--- config.mk ---
export PLATFORM = sky130hd
export DESIGN_NAME = fp_mult_out_stage
export DESIGN_NICKNAME = d
export VERILOG_FILES = /design/src/rtl/fp_mult_out_stage.sv
export SDC_FILE = /design/constraint.sdc
export NUM_CORES = 1
export LEC_CHECK = 0
export ABC_AREA = 1
export CAP_MARGIN = 10
export CORE_MARGIN = 2
export CORE_UTILIZATION = 30
export CTS_CLUSTER_DIAMETER = 50
export DETAILED_ROUTE_END_ITERATION = 7
export HOLD_SLACK_MARGIN = 0.06
export PLACE_DENSITY = 0.63
export SLEW_MARGIN = 20
export SYNTH_ARGS = -nofsm -noshare
export SYNTH_HDL_FRONTEND = slang
export SYNTH_SLANG_ARGS = --single-unit
--- constraint.sdc ---
create_clock -name clk -period 3.05 [get_ports clk]
set_input_delay 0.61 -clock clk [delete_from_list [all_inputs] [get_ports clk]]
set_output_delay 0.61 -clock clk [all_outputs]
set_load 0.01 [all_outputs]
--- src/rtl/fp_mult_out_stage.sv ---
// Registered output stage for the fp_mult FP32 multiplier: canonicalises special
// results, buffers them in a 2-entry skid buffer, keeps sticky flags and optional
// exception counters (enabled with `define FP_OUT_CNT_EN).
module fp_mult_out_stage #(
  parameter int CNT_W = 16
) (
  input  logic             clk,
  input  logic             rst_n,
  input  logic             in_valid,
  output logic             in_ready,
  input  logic [31:0]      in_res,
  input  logic             in_exp_overflow,
  input  logic             in_nan,
  input  logic             in_zero,
  output logic             out_valid,
  input  logic             out_ready,
  output logic [31:0]      out_res,
  output logic [2:0]       out_flags,
  output logic [2:0]       sticky,
  input  logic             clr_sticky,
  input  logic             clr_cnt,
  output logic [CNT_W-1:0] cnt_nan,
  output logic [CNT_W-1:0] cnt_ovf,
  output logic [CNT_W-1:0] cnt_zero,
  output logic [CNT_W-1:0] cnt_total
);
  localparam int DATA_W = 32;

  typedef enum logic [1:0] {EMPTY, ONE, FULL} state_t;

  // Priority nan > overflow > zero > pass; the sign survives overflow and zero.
  function automatic logic [DATA_W-1:0] canon(input logic [DATA_W-1:0] res,
                                              input logic nan, input logic ovf,
                                              input logic zero);
    if (nan)       canon = 32'h7FC0_0000;
    else if (ovf)  canon = {res[31], 8'hFF, 23'h0};
    else if (zero) canon = {res[31], 31'h0};
    else           canon = res;
  endfunction

  state_t            state, state_nxt;
  logic              acc, dlv;
  logic              load_main, main_from_skid, load_skid;
  logic [2:0]        in_flags;
  logic [DATA_W-1:0] in_canon;
  logic [DATA_W-1:0] skid_res;
  logic [2:0]        skid_flags;

  assign acc      = in_valid && in_ready;
  assign dlv      = out_valid && out_ready;
  assign in_flags = {in_nan, in_exp_overflow, in_zero};
  assign in_canon = canon(in_res, in_nan, in_exp_overflow, in_zero);

  always_comb begin
    state_nxt      = state;
    load_main      = 1'b0;
    main_from_skid = 1'b0;
    load_skid      = 1'b0;
    case (state)
      EMPTY: begin
        if (acc) begin
          load_main = 1'b1;
          state_nxt = ONE;
        end
      end
      ONE: begin
        if (acc && dlv) begin
          load_main = 1'b1;
        end else if (acc) begin
          load_skid = 1'b1;
          state_nxt = FULL;
        end else if (dlv) begin
          state_nxt = EMPTY;
        end
      end
      FULL: begin
        if (dlv) begin
          main_from_skid = 1'b1;
          state_nxt      = ONE;
        end
      end
      default: state_nxt = EMPTY;
    endcase
  end

  // Control and main register: in_ready/out_valid are registered from next state.
  always_ff @(posedge clk or negedge rst_n) begin
    if (!rst_n) begin
      state     <= EMPTY;
      in_ready  <= 1'b1;
      out_valid <= 1'b0;
      out_res   <= '0;
      out_flags <= '0;
    end else begin
      state     <= state_nxt;
      in_ready  <= (state_nxt != FULL);
      out_valid <= (state_nxt != EMPTY);
      if (load_main) begin
        out_res   <= in_canon;
        out_flags <= in_flags;
      end else if (main_from_skid) begin
        out_res   <= skid_res;
        out_flags <= skid_flags;
      end
    end
  end

  // Skid register is only read in FULL, so it needs no reset.
  always_ff @(posedge clk) begin
    if (load_skid) begin
      skid_res   <= in_canon;
      skid_flags <= in_flags;
    end
  end

  // A set on accept wins over a simultaneous clear.
  always_ff @(posedge clk or negedge rst_n) begin
    if (!rst_n) begin
      sticky <= '0;
    end else if (acc) begin
      sticky <= (clr_sticky ? 3'b000 : sticky) | in_flags;
    end else if (clr_sticky) begin
      sticky <= '0;
    end
  end

`ifdef FP_OUT_CNT_EN
  function automatic logic [CNT_W-1:0] sat_inc(input logic [CNT_W-1:0] c);
    sat_inc = (&c) ? c : c + 1'b1;
  endfunction

  always_ff @(posedge clk or negedge rst_n) begin
    if (!rst_n) begin
      cnt_nan   <= '0;
      cnt_ovf   <= '0;
      cnt_zero  <= '0;
      cnt_total <= '0;
    end else if (clr_cnt) begin
      cnt_nan   <= '0;
      cnt_ovf   <= '0;
      cnt_zero  <= '0;
      cnt_total <= '0;
    end else if (acc) begin
      cnt_total <= sat_inc(cnt_total);
      if (in_nan)          cnt_nan  <= sat_inc(cnt_nan);
      if (in_exp_overflow) cnt_ovf  <= sat_inc(cnt_ovf);
      if (in_zero)         cnt_zero <= sat_inc(cnt_zero);
    end
  end
`else
  logic unused_clr_cnt;
  assign unused_clr_cnt = clr_cnt;
  assign cnt_nan   = '0;
  assign cnt_ovf   = '0;
  assign cnt_zero  = '0;
  assign cnt_total = '0;
`endif

endmodule

### Yosys cells after proc, flatten, opt, wreduce, memory -nomap -nowiden

Cells that the tools add are included.

| cells by class | value |
|---|---|
| reductions and logical operators | 6 |
| muxes and demuxes | 22 |
| bitwise logic cells | 1 |
| equal/unequal tests | 3 |

Operators with widths:

| operator | number |
|---|---|
| two-way mux 32 bit | 3 |
| two-way mux 31 bit | 2 |
| two-way mux 3 bit | 4 |
| two-way mux 2 bit | 5 |
| two-way mux 1 bit | 6 |
| one-hot mux 2 bit (3 select lines) | 1 |
| nonzero test 2 bit | 2 |
| logical AND 1 bit | 3 |
| bitwise OR 3 bit | 1 |
| equality test 2 x 1 -> 1 bit (second input constant) | 1 |
| equality test 2 bit (second input constant) | 1 |
| zero test 2 bit | 1 |
| != test 2 bit (second input constant) | 1 |
| one-hot mux 1 bit (2 select lines) | 1 |

| word-level totals | value |
|---|---|
| logic and storage cells | 40 |
| input bits | 41 |
| flip-flop bits (word level) | 77 |
| output and inout port bits | 104 |

### Longest topological paths before layout

| depth | value |
|---|---|
| depth after elaboration | 6 |
| depth in mapped cells | 7 |
| depth with buffers taken out | 6 |

### Least setup slack after synthesis

OpenSTA, ideal clock, no wires.

| timing path | value |
|---|---|
| path kind | in2reg |
| from | input port out_ready |
| to | register skid_flags[0] (enable) |
| setup time | 0.429 ns |
| setup slack | 0.287 ns |
| data required time | 2.621 ns |
| arrival time | 2.335 ns |
| cell stages on the path | 3 |
| path buffers | 0 |
| cells stage by stage | nand2_1 > nand2_2 > nor2_1 |

| on the way | value |
|---|---|
| longest elaborated chain between the ends | 4 |

Ends and longest elaborated chain:

| what | RTL line | source |
|---|---|---|
| start, declared | 16 | `input logic out_ready,` |
| logical AND 1 bit | 50 | `assign dlv = out_valid && out_ready;` |
| logical AND 1 bit | 67 | `if (acc && dlv) begin` |
| two-way mux 1 bit | 67 |  |
| two-way mux 1 bit | 59 | `case (state)` |
| named net load_skid | 43 | `logic load_main, main_from_skid, load_skid;` |
| end signal, assigned | 112 | `skid_flags <= in_flags;` |
| end, declared | 47 | `logic [2:0] skid_flags;` |

The timed path passes the listed nets, and every way through them passes these cells.
A chain may end at the register's enable or synchronous reset.

### Worst setup path in the final report

| timing path | value |
|---|---|
| from | input port in_nan |
| to | register out_res[0] |

| on the way | value |
|---|---|
| longest elaborated chain between the ends | 2 |

Ends and longest elaborated chain:

| what | RTL line | source |
|---|---|---|
| start, declared | 13 | `input logic in_nan,` |
| two-way mux 32 bit | 35 | `if (nan) canon = 32'h7FC0_0000;` |
| named net in_canon[0] | 45 | `logic [DATA_W-1:0] in_canon;` |
| two-way mux 32 bit | 98 | `if (load_main) begin` |
| end signal, assigned | 99 | `out_res <= in_canon;` |
| end signal, assigned | 102 | `out_res <= skid_res;` |
| end, declared | 17 | `output logic [31:0] out_res,` |

The timed path passes the listed nets, and every way through them passes these cells.

==> results.json <==
{
  "status": "finished, final reports clean",
  "fin_crit_sh": 0.667,
  "synth-seq-cells": 77,
  "num_rows": 41,
  "vias": 2717,
  "grt_pass1_vias": 2559,
  "grt_overflow": 0,
  "syn_area_mm2": 0.00382,
  "crit_arrival_ns": 2.24,
  "setup_slack_ns": 1.02,
  "drive_gt1_frac": 0.105,
  "top_layer_used": "met4",
  "cts_made_buffers": 9,
  "dr_wl_met2_um": 4250,
  "r2r.worst_path.cells": 6,
  "io_buffer_count": 79,
  "ir_drop_mv": 0.331,
  "clk_pin_slew_ns": 0.06,
  "r2r_slack_ns": 1.29,
  "io_pins": 145,
  "cts.sinks": 77,
  "gr-usage-all-layers": 0.124,
  "wl_met3_um": 520,
  "hp-class": "in2async",
  "avgSynthCellArea_um2": 9.67,
  "design_area_mm2": 0.00482,
  "clock_skew_ns": 0.00995,
  "fin_nets": 510,
  "maxCapViolations": 0,
  "syn2layout_area_growth_pct": 26.2,
  "dieArea_mm2": 0.0136,
  "h-tree-depth": 3,
  "postRouteWirelength_um": 8370,
  "max_freq_mhz": 492,
  "drv_slew": 0,
  "cts_root_buffer": "clkbuf_16",
  "relSlewSlack": 0.525,
  "clkLatencyLatePin_ns": 0.33,
  "p_per_area_mw_per_mm2": 858,
  "core-area_mm2": 0.0125,
  "wl_per_cell_um": 13.0,
  "tritoncts": "done",
  "max_slew.worst_pin.slew_ns": 0.712,
  "min_period_ns": 2.03,
  "cts-resized-gates": 0,
  "die_w_um": 117,
  "antenna_cells": 0,
  "final_cell_mix": "113 x nand2_1, 78 x clkdlybuf4s50_1, 74 x nand3_1, 64 x conb_1, 41 x dfrtp_1",
  "antenna_found_initial": 0,
  "ys_types": 20,
  "rsz0062_at_grt": "false",
  "required_ns": 3.26,
  "cp_max_fo": 22,
  "finalSetupTns_ns": 0,
  "yosysWarnings": 0,
  "place_area_mm2": 0.00448,
  "viasPerCell": 4.21,
  "final_common_cell": "nand2_1",
  "place_ws_ns": 0.614,
  "nFillCells": 1257,
  "finalSetupViolCount": 0,
  "cts_buffer_depth": 2,
  "yosysSeqAreaShare": 0.551,
  "first_iter_violations": 102,
  "worstReg2RegStart": "in_ready",
  "finalHoldViolCount": 0,
  "r2r-end": "out_res[8]",
  "place_congestion": 0.735,
  "holdBufCountCts": 0,
  "start_util": 0.305,
  "wl_met1_um": 3460,
  "leakage_nw": 2.07,
  "final_util": 0.385,
  "critPathLaunchType": "primary input",
  "worstSetupEndpointType": "register",
  "grt_pass1_wl_um": 12800,
  "ant_nets": 0,
  "drt_pre_antenna_iters": 4,
  "drc_errors": 0,
  "cts_setup_buffers": 0,
  "synthCells": 395,
  "die_h_um": 117,
  "hpwl_um": 5460,
  "crit_type": "in2reg",
  "grt_max_degree": 43
}
-- kinds of logic after synthesis --
family	Yosys count	share of synthesized area
simple gates	218	0.269
buf+inv	95	0.173
flops	77	0.551
compound gates	4	0.00622
other cells	1	0.000982
-- synthesized netlist by cell type (all sizes together) --
cell    number  area share
dfrtp       41        0.27
buf         80        0.16
edfxtp      35        0.28
nor2        27       0.052
conb         1     0.00098
nand2      117        0.12
dfstp        1      0.0069
clkbuf       1      0.0020
nand3       74       0.097
inv         14       0.015
a21oi        1      0.0013
o22ai        3      0.0049
-- critical path: stages --
cell             delay [ns]
clkdlybuf4s50_1        0.64
nor2_4                 0.12
inv_2                  0.53
nor2_1                 0.15
nand2_1                0.11
nand3_1                0.07
-- per-layer routing --
layer  vias up  track usage
li1       1305            -
met4         0       0.0612
met5         -            0
met2       112        0.208
met3         9       0.0216
met1      1291        0.155
-- worst max-delay path by stage --
stage	to	slack [ns]	cells after the start	startpoint
final	out_res[0]	1.02	6	in_nan
after global placement	out_res[0]	0.67	6	in_nan
after floorplan	skid_flags[0]	0.29	3	out_ready
after CTS	out_res[0]	0.96	6	in_nan
after global routing	out_res[0]	0.90	6	in_nan
after detailed placement	out_res[0]	0.61	6	in_nan
-- flip-flops by register name (all words and copies together) (netlist names) --
register    flops
out_flags       3
out_valid       1
skid_flags      3
out_res        32
in_ready        1
skid_res       32
state           2
sticky          3
-- cell type report --
cell class,instances,area [µm²],share of cell area
Sequential cell,77,2100,0.436
Inverter,14,57.6,0.0119
Tap cell,172,215,0.0447
Timing Repair Buffer,81,803,0.167
Multi-Input combinational cell,286,1300,0.270
Clock buffer,10,229,0.0475
Clock inverter,6,111,0.0231
-- where the power goes --
part	internal (W)	total [W]	switching, W
clock network	0.000801	0.00122	0.000418
logic	0.000609	0.00133	0.000718
registers	0.00142	0.00159	0.000168
total	0.00283	0.00414	0.00130
-- stage by stage --
stage          cells  hold slack [ns]  total power (W)
2_1_floorplan    458            0.314          0.00234
3_3_place_gp     630            0.447          0.00293
3_5_place_dp     630            0.452          0.00296
4_1_cts          646            0.465          0.00420
5_1_grt          646            0.320          0.00437
6_report         646            0.264          0.00414
No activity file was read; power rests on OpenSTA's default activity.
